===== src/rtl/pipe_adder_pkg.sv =====
// Shared types and default geometry for the pipelined wide adder/subtractor.
package pipe_adder_pkg;

    localparam int unsigned DEFAULT_WIDTH  = 100;
    localparam int unsigned DEFAULT_STAGES = 4;

    typedef enum logic {
        OP_ADD = 1'b0,
        OP_SUB = 1'b1
    } op_e;

endpackage


===== src/rtl/pipe_adder_add_slice.sv =====
// Combinational SLICE-bit adder used by each pipeline stage.
module add_slice #(
    parameter int unsigned SLICE = 25
) (
    input  logic [SLICE-1:0] a,
    input  logic [SLICE-1:0] b,
    input  logic             cin,
    output logic [SLICE-1:0] sum,
    output logic             cout
);

    assign {cout, sum} = (SLICE+1)'(a) + (SLICE+1)'(b) + (SLICE+1)'(cin);

endmodule


===== src/rtl/pipe_adder.sv =====
// Streaming add/sub split into STAGES carry-chained slices; a whole-pipe stall
// freezes every stage while the result at the output is not taken.
module pipe_adder
    import pipe_adder_pkg::*;
#(
    parameter int unsigned WIDTH  = DEFAULT_WIDTH,
    parameter int unsigned STAGES = DEFAULT_STAGES
) (
    input  logic             clk,
    input  logic             resetn,
    input  logic             in_valid,
    output logic             in_ready,
    input  logic [WIDTH-1:0] a,
    input  logic [WIDTH-1:0] b,
    input  logic             cin,
    input  op_e              op,
    output logic             out_valid,
    input  logic             out_ready,
    output logic [WIDTH-1:0] sum,
    output logic             cout,
    output logic             ovf
);

    localparam int unsigned SLICE = WIDTH / STAGES;
    localparam int unsigned LAST  = STAGES - 1;

    if ((WIDTH % STAGES) != 0) begin : g_width_check
        $error("pipe_adder: WIDTH must be an integer multiple of STAGES");
    end

    // Operands shift down by SLICE per stage; the sum fills in from the top.
    logic [WIDTH-1:0]  r_a [STAGES];
    logic [WIDTH-1:0]  r_b [STAGES];
    logic [WIDTH-1:0]  r_s [STAGES];
    logic [STAGES-1:0] r_v;
    logic [STAGES-1:0] r_c;
    logic              r_ovf;

    logic [WIDTH-1:0]  w_a_in [STAGES];
    logic [WIDTH-1:0]  w_b_in [STAGES];
    logic [WIDTH-1:0]  w_s_in [STAGES];
    logic [SLICE-1:0]  w_slice_sum [STAGES];
    logic [STAGES-1:0] w_c_in;
    logic [STAGES-1:0] w_v_in;
    logic [STAGES-1:0] w_slice_co;
    logic              w_stall;
    logic              w_ovf;

    assign w_stall = r_v[LAST] && !out_ready;

    for (genvar k = 0; k < STAGES; k++) begin : g_stage
        if (k == 0) begin : g_first
            assign w_a_in[k] = a;
            assign w_b_in[k] = (op == OP_SUB) ? ~b : b;
            assign w_c_in[k] = (op == OP_SUB) ? ~cin : cin;
            assign w_v_in[k] = in_valid;
            assign w_s_in[k] = '0;
        end else begin : g_chain
            assign w_a_in[k] = r_a[k-1];
            assign w_b_in[k] = r_b[k-1];
            assign w_c_in[k] = r_c[k-1];
            assign w_v_in[k] = r_v[k-1];
            assign w_s_in[k] = r_s[k-1];
        end

        add_slice #(
            .SLICE(SLICE)
        ) u_slice (
            .a    (w_a_in[k][SLICE-1:0]),
            .b    (w_b_in[k][SLICE-1:0]),
            .cin  (w_c_in[k]),
            .sum  (w_slice_sum[k]),
            .cout (w_slice_co[k])
        );
    end

    // Signed overflow from the effective addend MSBs seen by the last slice.
    assign w_ovf = (w_a_in[LAST][SLICE-1] == w_b_in[LAST][SLICE-1]) &&
                   (w_slice_sum[LAST][SLICE-1] != w_a_in[LAST][SLICE-1]);

    always_ff @(posedge clk) begin
        if (!resetn) begin
            r_v   <= '0;
            r_c   <= '0;
            r_ovf <= 1'b0;
            for (int k = 0; k < STAGES; k++) begin
                r_s[k] <= '0;
            end
        end else if (!w_stall) begin
            r_v   <= w_v_in;
            r_c   <= w_slice_co;
            r_ovf <= w_ovf;
            for (int k = 0; k < STAGES; k++) begin
                r_a[k] <= w_a_in[k] >> SLICE;
                r_b[k] <= w_b_in[k] >> SLICE;
                r_s[k] <= (w_s_in[k] >> SLICE) | (WIDTH'(w_slice_sum[k]) << (WIDTH - SLICE));
            end
        end
    end

    assign in_ready  = !w_stall;
    assign out_valid = r_v[LAST];
    assign sum       = r_s[LAST];
    assign cout      = r_c[LAST];
    assign ovf       = r_ovf;

endmodule


===== config.mk =====
export PLATFORM = sky130hd
export DESIGN_NAME = pipe_adder
export DESIGN_NICKNAME = d
export VERILOG_FILES = /design/src/rtl/pipe_adder_pkg.sv /design/src/rtl/pipe_adder_add_slice.sv /design/src/rtl/pipe_adder.sv
export SDC_FILE = /design/constraint.sdc
export NUM_CORES = 1
export LEC_CHECK = 0
export ABC_AREA = 0
export BUFFER_PORTS_ARGS = -buffer_cell sky130_fd_sc_hd__clkbuf_2
export CAP_MARGIN = 10
export CELL_PAD_IN_SITES_DETAIL_PLACEMENT = 1
export CELL_PAD_IN_SITES_GLOBAL_PLACEMENT = 1
export CORE_ASPECT_RATIO = 2
export CORE_UTILIZATION = 37
export CTS_CLUSTER_DIAMETER = 50
export DETAILED_ROUTE_END_ITERATION = 10
export PLACE_DENSITY_LB_ADDON = 0.1
export SYNTH_ARGS = -nofsm -noshare
export SYNTH_HDL_FRONTEND = slang
export SYNTH_HIERARCHICAL = 1
export SYNTH_SLANG_ARGS = --single-unit

===== constraint.sdc =====
create_clock -name clk -period 19.7 [get_ports clk]
set_input_delay 0 -clock clk [delete_from_list [all_inputs] [get_ports clk]]
set_output_delay 0 -clock clk [all_outputs]
set_load 0.005 [all_outputs]

==> metrics.txt, run 1 <==
1st-iter DRT viols=between 600 and 700; die height=about 370 um; Leak=13.49 nW; Yosys top cell by area=edfxtp_1; area grow syn2layout=23.09%; largest net degree at the start of global routing=about 160; Req. time, crit path=20.17 ns; Combinational Power Share=about 14%; CTS tree=yes; Max-Cap Viols=0; crit path DAT=between 4 and 5 ns; Tightest Pin Transition=1.108 ns; Final Skew=roughly 0.025 ns; H-tree depth=2; GRT Resource Usage Total=approximately 17%; status=finished, final reports clean; postcts setup bufs=0; antenna-violating nets left=0; final hold vios=0; Worst Hold Class=input port to flop; core area=68070 um^2; RePlAce Congestion=between 0.8 and 0.9; Post-Syn Instances=1802; crit-path most repeated cell=a21oi_1; YS warnings=6; clk buf depth=3; vias in the first global route=between 15000 and 20000; Mapped Nets=~2100; Rel. slew slack=between 20% and 30%; Worst R2R Path Depth=13; Sequential Power Share=~49%; fin crit period=around 3.6 ns; flops & latches, synth=559; Seq/Total Area, Yosys=about two thirds; most frequent cells after synthesis=edfxtp_1, and3_1, xor2_1; Die Wd=roughly 190 um; Tcrit/Tclk final=between 10% and 20%; Non-Filler Instances=3206; Initial Util=37.52%; average cell area after synthesis=between 10 and 15 um^2; crit path kind=flop to flop; vias=approximately 16000; CTS root buf=clkbuf_16; die area=between 70000 and 80000 um^2; worst hold path depth=2; switching power=0.7161 mW; Synth area leaders=edfxtp_1, and3_1, ha_1, xor2_1, xnor2_1; layout cell share with drive strength beyond 1=19.35%; Critical Path Start=r_a[2][0]; worst vdd ir=about 72 uV; final hold slack=0.03932 ns; PD cells=~95 nW/um^2; post-synth cell types=83; Num CTS Buffers=52; critical path launch point type=flop; share of the synthesized area in the top cell type=between 60 and 70%; Setup TNS=0 ns; Cell Int Power=roughly 2.3 mW; detailed-route wire length=roughly 60 mm; post-synthesis instance area=25540 um^2; switching share of power=between 20% and 30%; crit path capture type=flop; Sink Count=roughly 560; Worst R2R Setup Slack=around 16 ns; dpl hpwl=a little under 40 mm; DRT Pass-1 Iters=4; Slew Limit Fails=0; fmax=approximately 0.28 GHz; Site Rows=between 100 and 150; worst hold start=op; Slowest cell on crit path=fa_1; Post-synth ARST share=0%; layout net count=~2600; initial antenna violation count=2; CP cell instances=inv_1 -> fa_1 -> fa_1 -> nand2b_1 -> a2111oi_4 -> nor3_2 -> nor3b_2 -> a221o_1 -> a21oi_1 -> xnor2_1 -> and3b_1 -> a21oi_1 -> a21oi_1; drt wl/cell=18.80 um; top-count cell post-synth=edfxtp_1; global-route wire length before repair=approximately 93 mm; vias per cell=approximately 5; Min-Delay Endpoint=r_b[0][61]; placed cell count=roughly 2900; GR Overflow Total=0; number of top-level pins=310; power share of the clock group=between 30% and 40%; Worst-path clk slew=0.07 ns; critical path fanouts, max=5; worst r2r dst=ovf; Critical R2R Launch=r_a[2][0]; Most used DFF post-synth=edfxtp_1; RSZ-0062 raised after global routing=no; slowest stage delay, CP=around 0.47 ns; setup violators final=0; IO Port Bufs=309; EDFF count, synth=550; Worst-Skew Late Latency=0.62 ns; drc violations=0
cell type report:
type / count / area (um^2)
Inverter: 47 / 183.9
Antenna cell: 1 / 2.502
Sequential cell: 559 / 16700
Clock inverter: 39 / 525.5
Clock buffer: 58 / 1345
Tap cell: 890 / 1114
Multi-Input combinational cell: 1104 / 8029
Fill cell: 6942 / 36630
Timing Repair Buffer: 508 / 3543
cell usage in the layout (no fill, tap or decap), types with 53 or more instances in the layout:
cell type	instances
dlygate4sd3_1	191
ha_1	96
a21oi_1	85
clkbuf_16	53
nand2_1	56
and3_1	262
edfxtp_1	550
xor2_1	128
nor2_1	60
clkbuf_2	307
routing by layer:
| metal | GRT usage, % | routed length [um] |
|---|---|---|
| met5 | 0 | 8 |
| met4 | 6.489 | 1924 |
| met3 | 2.376 | 2260 |
| met2 | 30.20 | 30270 |
| met1 | 20.63 | 25800 |
through the flow:
step | total power [mW] | setup WS [ns] | area (um^2) | util, %
after floorplan | 1.761 | 11.37 | 25540 | -
final | 2.989 | 16.10 | 31440 | 46.19
after global placement | 1.873 | 15.51 | 27650 | 40.62
after detailed placement | 1.885 | 15.51 | 27650 | 40.62
after global routing | 3.116 | 15.84 | 31440 | 46.19
after CTS | 3.033 | 16.10 | 31440 | 46.18
sequential cells by signal, summed over array words and instances (netlist names):
name  count
ovf       1
r_a     150
r_b     150
r_c       4
r_s     250
r_v       4
worst max-delay path, delay by kind of cell (launching register included):
kind / cells / cell delay (ns)
AND/OR/NAND/NOR: 4 / 1.00
AO/OA/AOI/OAI: 5 / 0.92
adder cells (fa/ha/maj): 2 / 0.90
flip-flops: 1 / 0.34
XOR/XNOR: 1 / 0.22
buffers and inverters: 1 / 0.06
repair_timing:
action	CTS	global route
resized for setup	0	0
hold endpoints to repair	158	0
hold buffers	191	0
worst max path at each step:
| stage | end | slack, ns | cells after the start |
|---|---|---|---|
| final | ovf | 16.10 | 13 |
| after global routing | ovf | 15.84 | 13 |
| after CTS | ovf | 16.10 | 13 |
| after detailed placement | r_s[0][91] | 15.51 | 13 |
| after global placement | r_s[0][91] | 15.51 | 13 |
| after floorplan | r_a[0][0] | 11.37 | 6 |
cell families after synthesis:
| family | after synthesis | share of synthesized area (%) |
|---|---|---|
| DFF | 559 | 65.37 |
| and+or+nand+nor | 504 | 11.26 |
| AOI/OAI and AO/OA | 318 | 8.690 |
| xor gates and xnor gates | 177 | 6.069 |
| buffers and inverters | 139 | 3.238 |
| adders and majority gates | 104 | 5.330 |
| muxes | 1 | 0.04408 |
power by group through the flow:
stage                     combinational [mW]  sequential, mW  clock [mW]
final                                  0.429            1.46        1.10
after global routing                   0.478            1.47        1.17
after CTS                              0.433            1.46        1.14
after detailed placement               0.396            1.49           0
after global placement                 0.388            1.49           0
after floorplan                        0.274            1.49           0
No activity file was read; power rests on OpenSTA's default activity.
==> run 2, diff against run 1 <==
clock period = 3.2 ns   (was 19.7 ns; I/O delays follow)
==> run 2 against run 1 <==
Against the previous run: total power grew to 6.0 times the previous value; non-clock buffer count down 16; die area unchanged; sequential share of layout area grew 0.50 points; via count increased by 0.34%; first-iteration DRC count is 7.6% higher; hold slack lost 0.0053 ns; sequential power grew to 6.2 times the previous value; cell count decreased by 0.53%; routed wire length shrank 1.5%; register-to-register slack got worse by 16 ns.
==> metrics.txt, run 2 (synthesis results as in run 1) <==
status=finished, final reports clean (unchanged); number of top-level pins=310 (unchanged); Worst Hold Class=input port to flop (unchanged); Tcrit/Tclk final=93.45% (was 18.29%); Non-Filler Instances=3189 (was 3206); drc violations=0 (unchanged); CP cell instances=inv_1 -> fa_2 -> fa_2 -> nand2b_4 -> a2111oi_4 -> nor3_2 -> nor3b_2 -> a221o_1 -> a21oi_1 -> xnor2_1 -> and3b_1 -> a21oi_1 -> a21oi_1 (was inv_1 -> fa_1 -> fa_1 -> nand2b_1 -> a2111oi_4 -> nor3_2 -> nor3b_2 -> a221o_1 -> a21oi_1 -> xnor2_1 -> and3b_1 -> a21oi_1 -> a21oi_1); Post-Route Utilization=45.76% (was 46.19%); slowest stage delay, CP=0.40 ns (was 0.47 ns); die height=373.6 um (unchanged); GRT Resource Usage Total=16.89% (was 16.98%); core area=68070 um^2 (unchanged); 1st-iter DRT viols=746 (was 693); switching power=4.385 mW (was 0.7161 mW); crit path DAT=3.49 ns (was 4.07 ns); clk buf depth=3 (unchanged); layout cell share with drive strength beyond 1=20.39% (was 19.35%); Worst-path clk slew=0.06 ns (was 0.07 ns); Slowest cell on crit path=fa_2 (was fa_1); fin crit period=2.990 ns (was 3.602 ns); Final Skew=0.02242 ns (was 0.02482 ns); Leak=13.38 nW (was 13.49 nW); Rel. slew slack=30.10% (was 26.16%); GR Overflow Total=0 (unchanged); power share of the clock group=35.1% (was 36.7%); Tightest Pin Transition=1.048 ns (was 1.108 ns); fmax=0.3344 GHz (was 0.2776 GHz); layout net count=2566 (was 2582); Sequential Power Share=50.3% (was 48.9%); vias per cell=5.032 (was 4.988); final hold vios=0 (unchanged); critical path launch point type=flop (unchanged); vias=16050 (was 15990); vias in the first global route=17140 (was 17040); PD cells=573.6 nW/um^2 (was 95.07 nW/um^2); Num CTS Buffers=52 (unchanged); IO Port Bufs=309 (unchanged); drt wl/cell=18.62 um (was 18.80 um); Max-Cap Viols=0 (unchanged); commonest non-fill, non-tap cells in the layout=edfxtp_1, clkbuf_2, and3_1, dlygate4sd3_1, xor2_1 (unchanged); setup violators final=0 (unchanged); number of flip-flops in the largest register=250 (unchanged); Req. time, crit path=3.70 ns (was 20.17 ns); crit path capture type=flop (unchanged); critical path fanouts, max=3 (was 5); crit path kind=flop to flop (unchanged); switching share of power=24.54% (was 23.96%); detailed-route wire length=59.38 mm (was 60.26 mm); fill count=6971 (was 6942); Worst-Skew Late Latency=0.63 ns (was 0.62 ns); Sink Count=559 (unchanged); most common cell after layout, fill and taps aside=edfxtp_1 (unchanged); Slew Limit Fails=0 (unchanged); Die Wd=187.8 um (unchanged); global-route wire length before repair=93.01 mm (was 93.25 mm); placed cell count=2936 (was 2917); Site Rows=135 (unchanged); Largest regs=r_s (250), r_a (150), r_b (150) (unchanged); RSZ-0062 raised after global routing=yes (was no); Biggest register=r_s (unchanged); largest net degree at the start of global routing=133 (was 164); CTS tree=yes (unchanged); CTS root buf=clkbuf_16 (unchanged); Combinational Power Share=14.6% (was 14.4%); Initial Util=37.52% (unchanged); Cell Int Power=13.48 mW (was 2.273 mW); worst vdd ir=398.0 uV (was 71.82 uV); area grow syn2layout=21.94% (was 23.09%); dpl hpwl=40.36 mm (was 39.71 mm); crit-path most repeated cell=a21oi_1 (unchanged); initial antenna violation count=13 (was 2); die area=70150 um^2 (unchanged); final hold slack=0.03405 ns (was 0.03932 ns); H-tree depth=2 (unchanged); antenna-violating nets left=0 (unchanged); RePlAce Congestion=0.8303 (was 0.8274); DRT Pass-1 Iters=7 (was 4)
==> run 2: final cells by class <==
class	instances	area [um^2]	area share, %
diodes	4	10.01	0.03214
clock buffers	57	1341	4.306
well taps	890	1114	3.575
repair buffers	492	3383	10.86
flip-flops and latches	559	16700	53.61
multi-input cells	1104	8056	25.87
inverters	47	183.9	0.5905
clock inverters	36	360.3	1.157
==> run 2: path summary, 6_finish.rpt <==
path	start	end	slack (ns)	cells past startpoint
worst max register to register	r_a[2][0]	ovf	0.21	13
worst min register to register	r_b[0][46]	r_b[1][21]	0.41	0
worst max-delay path	r_a[2][0]	ovf	0.21	13
worst min-delay path	a[24]	r_c[0]	0.03	6
==> run 2: routing by layer <==
layer  global-route usage [%]  vias to the layer above  part of all wire (%)
li1                         -                     7725                     -
met4                    5.983                       18                   3.0
met3                    3.578                      100                   4.9
met2                    30.84                      362                    52
met1                    19.20                     7843                    40
met5                        0                        -                  0.18
==> run 2: power groups by stage <==
stage	Sequential, mW	Combinational [mW]	Clock (mW)
3_5_place_dp	9.16	2.47	0
4_1_cts	9.00	2.65	6.51
5_1_grt	9.05	2.90	6.71
2_1_floorplan	9.11	1.69	0
3_3_place_gp	9.14	2.42	0
6_report	8.99	2.61	6.27
==> run 2: per-stage QoR <==
step	area, um^2	power (mW)	setup slack, ns	TNS [ns]
6_report	31150	17.87	0.2096	0
3_5_place_dp	27860	11.63	-0.01481	-0.01950
5_1_grt	31150	18.67	-0.01443	-0.01443
4_1_cts	31120	18.16	0.03074	0
3_3_place_gp	27860	11.56	0.04247	0
2_1_floorplan	25560	10.79	-0.2055	-61.65
==> run 2: what timing repair did <==
action,in CTS,in global routing
resized for setup,3,4
setup buffers,0,1
pin swaps,4,5
hold buffers,155,0
setup endpoints to repair,3,10
hold endpoints to repair,179,0
cloned,0,0
==> run 2: worst max-delay path: cells and delay by family (launching register included) <==
family / cells / cell delay (ns)
XOR/XNOR: 1 / 0.18
buffers and inverters: 1 / 0.06
AO/OA/AOI/OAI: 5 / 0.82
flip-flops: 1 / 0.32
adder cells (fa/ha/maj): 2 / 0.76
AND/OR/NAND/NOR: 4 / 0.71
